[config.mk]
export PLATFORM = sky130hd
export DESIGN_NAME = effect_controller
export DESIGN_NICKNAME = d
export VERILOG_FILES = /design/src/rtl/effect_controller.sv
export SDC_FILE = /design/constraint.sdc
export NUM_CORES = 1
export LEC_CHECK = 0
export CORE_ASPECT_RATIO = 0.5
export CORE_UTILIZATION = 45
export DETAILED_ROUTE_END_ITERATION = 8
export PLACE_DENSITY = 0.79
export SLEW_MARGIN = 0
export SYNTH_ARGS = -nofsm -noshare
export SYNTH_HDL_FRONTEND = slang
export SYNTH_SLANG_ARGS = --single-unit
[constraint.sdc]
create_clock -name clk -period 2.48 [get_ports clk]
set_clock_uncertainty 0.2 [all_clocks]
set_input_delay 0.496 -clock clk [delete_from_list [all_inputs] [get_ports clk]]
set_output_delay 0.496 -clock clk [all_outputs]
set_load 0.01 [all_outputs]
[src/rtl/effect_controller.sv]
// Hands one audio sample at a time to the effect modules, collects the result chosen
// by the per-sample effect select, and forwards it downstream with a bypass fallback.
module effect_controller #(
    parameter int d_width = 16,
    parameter int TIMEOUT = 255
) (
    input  logic                      clk,
    input  logic                      reset,
    input  logic [1:0]                sw,
    input  logic                      i_in_valid,
    input  logic signed [d_width-1:0] i_in_data,
    output logic                      o_in_ready,
    output logic                      o_data_ready,
    output logic signed [d_width-1:0] o_data,
    output logic                      o_read_done,
    input  logic                      i_read_enable,
    input  logic                      i_data_valid,
    input  logic signed [d_width-1:0] i_data_sw0,
    input  logic signed [d_width-1:0] i_data_sw1,
    output logic                      o_out_valid,
    output logic signed [d_width-1:0] o_out_data,
    input  logic                      i_out_ready,
    output logic                      o_timeout_err,
    output logic [15:0]               o_sample_count
);

    localparam int CNT_W = $clog2(TIMEOUT + 1);
    // Last WAIT count without a result; the next idle edge makes the counter reach TIMEOUT.
    localparam logic [CNT_W-1:0] CNT_LAST = CNT_W'(TIMEOUT - 1);

    typedef enum logic [2:0] {
        IDLE,
        OFFER,
        DONE,
        WAIT,
        OUT
    } state_t;

    state_t                      r_state;
    logic signed [d_width-1:0]   r_sample;
    logic signed [d_width-1:0]   r_out_data;
    logic [1:0]                  r_sel;
    logic [CNT_W-1:0]            r_wait_cnt;
    logic                        r_in_ready;
    logic                        r_data_ready;
    logic                        r_read_done;
    logic                        r_out_valid;
    logic                        r_timeout_err;
    logic [15:0]                 r_sample_count;
    logic signed [d_width-1:0]   w_result;

    function automatic logic signed [d_width-1:0] select_result(
        input logic [1:0]                sel,
        input logic signed [d_width-1:0] raw,
        input logic signed [d_width-1:0] res_sw0,
        input logic signed [d_width-1:0] res_sw1
    );
        case (sel)
            2'b00:   return raw;
            2'b01:   return res_sw0;
            default: return res_sw1;
        endcase
    endfunction

    assign w_result = select_result(r_sel, r_sample, i_data_sw0, i_data_sw1);

    always_ff @(posedge clk or posedge reset) begin
        if (reset) begin
            r_state        <= IDLE;
            r_sample       <= '0;
            r_out_data     <= '0;
            r_sel          <= 2'b00;
            r_wait_cnt     <= '0;
            r_in_ready     <= 1'b1;
            r_data_ready   <= 1'b0;
            r_read_done    <= 1'b0;
            r_out_valid    <= 1'b0;
            r_timeout_err  <= 1'b0;
            r_sample_count <= 16'h0000;
        end else begin
            case (r_state)
                IDLE: begin
                    if (i_in_valid) begin
                        r_sample     <= i_in_data;
                        r_sel        <= sw;
                        r_in_ready   <= 1'b0;
                        r_data_ready <= 1'b1;
                        r_state      <= OFFER;
                    end
                end
                OFFER: begin
                    if (i_read_enable) begin
                        r_data_ready <= 1'b0;
                        r_read_done  <= 1'b1;
                        r_state      <= DONE;
                    end
                end
                DONE: begin
                    r_read_done <= 1'b0;
                    r_wait_cnt  <= '0;
                    r_state     <= WAIT;
                end
                WAIT: begin
                    // A result arriving on the timeout cycle takes priority over the bypass.
                    if (i_data_valid) begin
                        r_out_data  <= w_result;
                        r_out_valid <= 1'b1;
                        r_state     <= OUT;
                    end else begin
                        r_wait_cnt <= r_wait_cnt + 1'b1;
                        if (r_wait_cnt == CNT_LAST) begin
                            r_out_data    <= r_sample;
                            r_timeout_err <= 1'b1;
                            r_out_valid   <= 1'b1;
                            r_state       <= OUT;
                        end
                    end
                end
                OUT: begin
                    if (i_out_ready) begin
                        r_out_valid    <= 1'b0;
                        r_in_ready     <= 1'b1;
                        r_sample_count <= r_sample_count + 16'h0001;
                        r_state        <= IDLE;
                    end
                end
                default: begin
                    r_data_ready <= 1'b0;
                    r_read_done  <= 1'b0;
                    r_out_valid  <= 1'b0;
                    r_in_ready   <= 1'b1;
                    r_state      <= IDLE;
                end
            endcase
        end
    end

    assign o_in_ready     = r_in_ready;
    assign o_data_ready   = r_data_ready;
    assign o_data         = r_sample;
    assign o_read_done    = r_read_done;
    assign o_out_valid    = r_out_valid;
    assign o_out_data     = r_out_data;
    assign o_timeout_err  = r_timeout_err;
    assign o_sample_count = r_sample_count;

endmodule

Word-level counts from Yosys, hierarchy flattened:

Index checks and enable logic that the tools add are counted.

* add/subtract/negate cells: 2
* equal/unequal tests: 11
* muxes and demuxes: 23
* bitwise gates (word level): 5
* reductions and logical operators: 18

Operators with widths (count)
* two-way mux 16 bit: 2
* case mux 16 bit (2 select lines): 1
* adder 16 x 1 -> 16 bit, second input constant: 1
* case mux 8 bit (2 select lines): 1
* two-way mux 3 bit: 5
* case mux 3 bit (5 select lines): 1
* AND reduction 3 bit: 4
* OR reduction 3 bit: 4
* AND reduction 2 bit: 5
* case mux 1 bit (3 select lines): 3
* adder 8 x 1 -> 8 bit, second input constant: 1
* == test 8 bit, second input constant: 1
* two-way mux 1 bit: 8
* two-way mux 8 bit: 1
* inequality test 2 bit, second input constant: 4
* == test 3 x 2 -> 1 bit, second input constant: 2
* inverter 1 bit: 5
* AND reduction 4 bit: 1
* nonzero test 2 bit: 2
* == test 3 x 1 -> 1 bit, second input constant: 1
* == test 3 bit, second input constant: 1
* logical NOT 3 bit: 1
* inequality test 3 bit, second input constant: 1
* == test 2 x 1 -> 1 bit, second input constant: 1
* 2 further kinds: 2

* bits in registers: 66
* input bits: 56
* logic and storage cells: 70

Depth between registers and ports, before layout:

* depth in word-level cells: 4
* mapped depth: 7

Worst setup path after synthesis:

Ideal clock, no wire load.

* path type: flip-flop to flip-flop
* start: register r_wait_cnt[0]
* end: register r_out_data[0], in the netlist o_out_data[0]
* library setup time: 0.125 ns
* arrival: 1.582 ns
* setup slack: 0.573 ns
* cell stages (with the launch flop): 8
* cell sequence: dfrtp_1 -> inv_1 -> ha_1 -> and4_4 -> o211a_1 -> buf_4 -> buf_8 -> mux2_4

* cells in the longest elaborated chain, start to end: 3

RTL lines
* from (decl): line 43 `logic [CNT_W-1:0] r_wait_cnt;`
* from (signal assigned): line 110 `r_wait_cnt <= r_wait_cnt + 1'b1;`
* == test 8 bit: line 111 `if (r_wait_cnt == CNT_LAST) begin`
* nonzero test 2 bit (no source line)
* AND reduction 2 bit (no source line)
* to (signal assigned): line 106 `r_out_data <= w_result;`
* to (signal assigned): line 112 `r_out_data <= r_sample;`
* to (decl): line 41 `logic signed [d_width-1:0] r_out_data;`

Every way passes these cells.
A chain may end at the register's enable or synchronous reset.

Worst setup path in the final report:

* start: register r_sel[1]
* end: register r_out_data[3], in the netlist o_out_data[3]

* cells in the longest elaborated chain, start to end: 3
* elaborated cells between the ends (all ways): 4

RTL lines
* from (decl): line 42 `logic [1:0] r_sel;`
* from (signal assigned): line 85 `r_sel <= sw;`
* == test 2 x 1 -> 1 bit / logical NOT 2 bit (equally long branches): line 58 `case (sel)`
* case mux 16 bit (2 select lines) *: line 58
* two-way mux 16 bit *: line 105 `if (i_data_valid) begin`

Every way passes the cells marked *; elsewhere a longest branch is shown, timed or not.

==> flow_metrics.env <==
export IMPL_critPathMaxFanout=16
export IMPL_initial_core_util=0.473
export IMPL_grt_max_degree=49
export IMPL_ys_flop_type="dfrtp_1"
export IMPL_dr_pass1_iters=4
export IMPL_cpPeakStageDelay_ns=0.96
export IMPL_arrival_ns=2.32
export IMPL_numCtsBuffers=9
export IMPL_portBuffers=108
export IMPL_hold_class="flip-flop to flip-flop"
export IMPL_start_kind="flip-flop"
export IMPL_dieArea_sq_um=7490
export IMPL_synth_cell_type_count=45
export IMPL_core_area_sq_um=6780
export IMPL_setup_violations_final=0
export IMPL_layout_nets=437
export IMPL_postCtsHoldBufs=0
export IMPL_synth_area_leader_cell="dfrtp_1"
export IMPL_p_leak_uw=0.00205
export IMPL_min_period_over_period=0.908
export IMPL_cts_sinks=66
export IMPL_postSynthAreaPerCell_sq_um=12.1
export IMPL_first_iter_violations=150
export IMPL_ios=109
export IMPL_synth_cells=264
export IMPL_h_tree_depth=3
export IMPL_crit_path_end_kind="flip-flop"
export IMPL_cap_violations=0
export IMPL_multi_input_comb_area_sq_um=1440
export IMPL_status="complete, no violations"
export IMPL_path_class="flip-flop to flip-flop"
export IMPL_via_count=2554
export IMPL_timing_fmax_ghz=0.444
export IMPL_finalWirelength_mm=7.78
export IMPL_ys_async_sr_fraction=1.00
export IMPL_rows=21
export IMPL_antenna_found_initial=0
export IMPL_fill_cells=505
export IMPL_cts_root_buf="clkbuf_16"
export IMPL_grt_pass1_vias=2516
export IMPL_synth_top_cells_by_area="dfrtp_1 (51%), a22o_1 (9.3%), mux2_1 (9.1%)"
export IMPL_clk_latency_ns=0.33
export IMPL_drive_gt1_frac=0.107
export IMPL_finalCriticalPeriod_ns=2.25
export IMPL_synth_seq_area_share=0.516
export IMPL_relSlewSlack=0.207
export IMPL_tns_ns=0
export IMPL_gp_congestion=0.770
export IMPL_hold_viol_final=0
export IMPL_hpwl_mm=5.71
export IMPL_synth_top_area_share=0.507
export IMPL_cts_setup_buffers=0
export IMPL_worstMarginPinSlew_ns=1.19
export IMPL_ys_ff_latch=66
export IMPL_crit_chain="nor2b_1, a22o_1, a22o_1, mux2_4"
export IMPL_synth_edf_count=0
export IMPL_synth_most_common_cell="dfrtp_1"
export IMPL_diodes=0
export IMPL_p_per_area_nw_per_um2=1060
export IMPL_critPathMostFrequentCell="a22o_1"
export IMPL_grt_overflow_total=0
export IMPL_clock_path_buffers=2
export IMPL_netlist_area_sq_um=3210
export IMPL_syn_nets=323
export IMPL_fp_dieH_um=61.7
export IMPL_clk_pin_slew_ns=0.05
export IMPL_crit_slowest_cell="nor2b_1"
export IMPL_regToRegSetupSlack_ns=0.23
export IMPL_area_growth_synth_to_final_pct=46.8
export IMPL_slew_viol_final=0
export IMPL_viasPerCell=5.39
export IMPL_register_area_sq_um=1650
export IMPL_ir_drop_uv=656
export IMPL_drc=0
export IMPL_rsz0062_at_grt="false"
export IMPL_track_usage=0.221
export IMPL_cts_tree="done"
export IMPL_cp_required_ns=2.54
export IMPL_wl_per_cell_um=16.4
export IMPL_cts_resized_gates=0
export IMPL_die_w_um=121
export IMPL_synth_common_cells="dfrtp_1 (65), a22o_1 (34), mux2_1 (26)"
export IMPL_ant_nets=0
export IMPL_grt_pass1_wl_mm=12.2
export IMPL_ys_warn_count=0
export IMPL_holdWs_ns=0.271
-- placed cells by master, fill, tap and decap left out, types with 2 or more instances in the layout --
cell type	instances
nand2_1	9
ha_1	3
nor3_1	7
nand4_1	8
clkbuf_1	2
and3_1	2
xor2_1	13
clkdlybuf4s50_1	108
inv_1	4
nand3_1	5
nor4_2	3
buf_4	8
o21ai_0	6
nor2b_1	3
nand2b_1	3
o31ai_1	2
o21a_1	2
a22o_1	34
nor2_1	14
mux2_1	26
buf_12	3
clkbuf_16	9
dfrtp_1	65
clkbuf_8	2
mux2_4	8
o22ai_1	2
and4_4	2
and2_1	2
xnor2_1	7
-- critical path, delay by kind of cell, from the launching register on --
kind	cells	cell delay (ns)
flops	1	0.49
simple gates	1	0.96
mux	1	0.14
compound gates	2	0.40
-- cell families (layout without fill, tap and decap cells) --
| group | after synthesis | in the layout | synth area share |
|---|---|---|---|
| compound gates | 53 | 53 | 0.131 |
| xor+xnor | 20 | 20 | 0.0546 |
| fa+ha+maj | 3 | 3 | 0.0117 |
| buf+inv | 21 | 139 | 0.0340 |
| flops | 66 | 66 | 0.516 |
| mux | 36 | 36 | 0.135 |
| simple gates | 65 | 65 | 0.117 |
-- final timing paths --
path,from,endpoint,cells past startpoint
worst max-delay path,r_sel[1],o_out_data[3],4
worst min-delay path,o_timeout_err,o_timeout_err,1
worst max register to register,r_sel[1],o_out_data[3],4
worst min register to register,o_timeout_err,o_timeout_err,1
max in group asynchronous,reset,o_data[7],3
min in group asynchronous,reset,o_sample_count[9],2
-- registers in the layout, summed over array words and instances, names as in the netlist, 2 cells and up --
| name | flops |
|---|---|
| r_state | 3 |
| r_wait_cnt | 8 |
| r_sel | 2 |
| o_out_data | 16 |
| o_data | 16 |
| o_sample_count | 16 |
-- routing by layer --
layer,vias up,part of all wire,GRT usage
met5,-,0,0
met4,0,0.012,0.0847
met3,8,0.043,0.0824
met2,65,0.51,0.375
met1,1280,0.43,0.262
li1,1201,-,-
-- through the flow --
step	total power [uW]	setup WS (ns)	std cells	instance area, sq um	utilization
after floorplan	2870	0.131	264	3210	-
after global placement	3780	0.121	459	4430	0.654
after detailed placement	3860	0.0624	459	4430	0.654
after CTS	5040	0.200	474	4700	0.694
after global routing	5300	0.00798	474	4700	0.694
final	5010	0.227	474	4700	0.694
-- cell type report --
| class | instances | share of cell area |
|---|---|---|
| Multi-Input combinational cell | 177 | 0.307 |
| Inverter | 5 | 0.00399 |
| Timing Repair Buffer | 119 | 0.255 |
| Clock buffer | 13 | 0.0553 |
| Sequential cell | 66 | 0.351 |
| Tap cell | 92 | 0.0245 |
| Clock inverter | 2 | 0.00266 |
-- power breakdown --
group	switching [uW]	internal (uW)
clock network	433	723
logic	793	1220
registers	381	1450
Power figures use the tool's default switching activity.
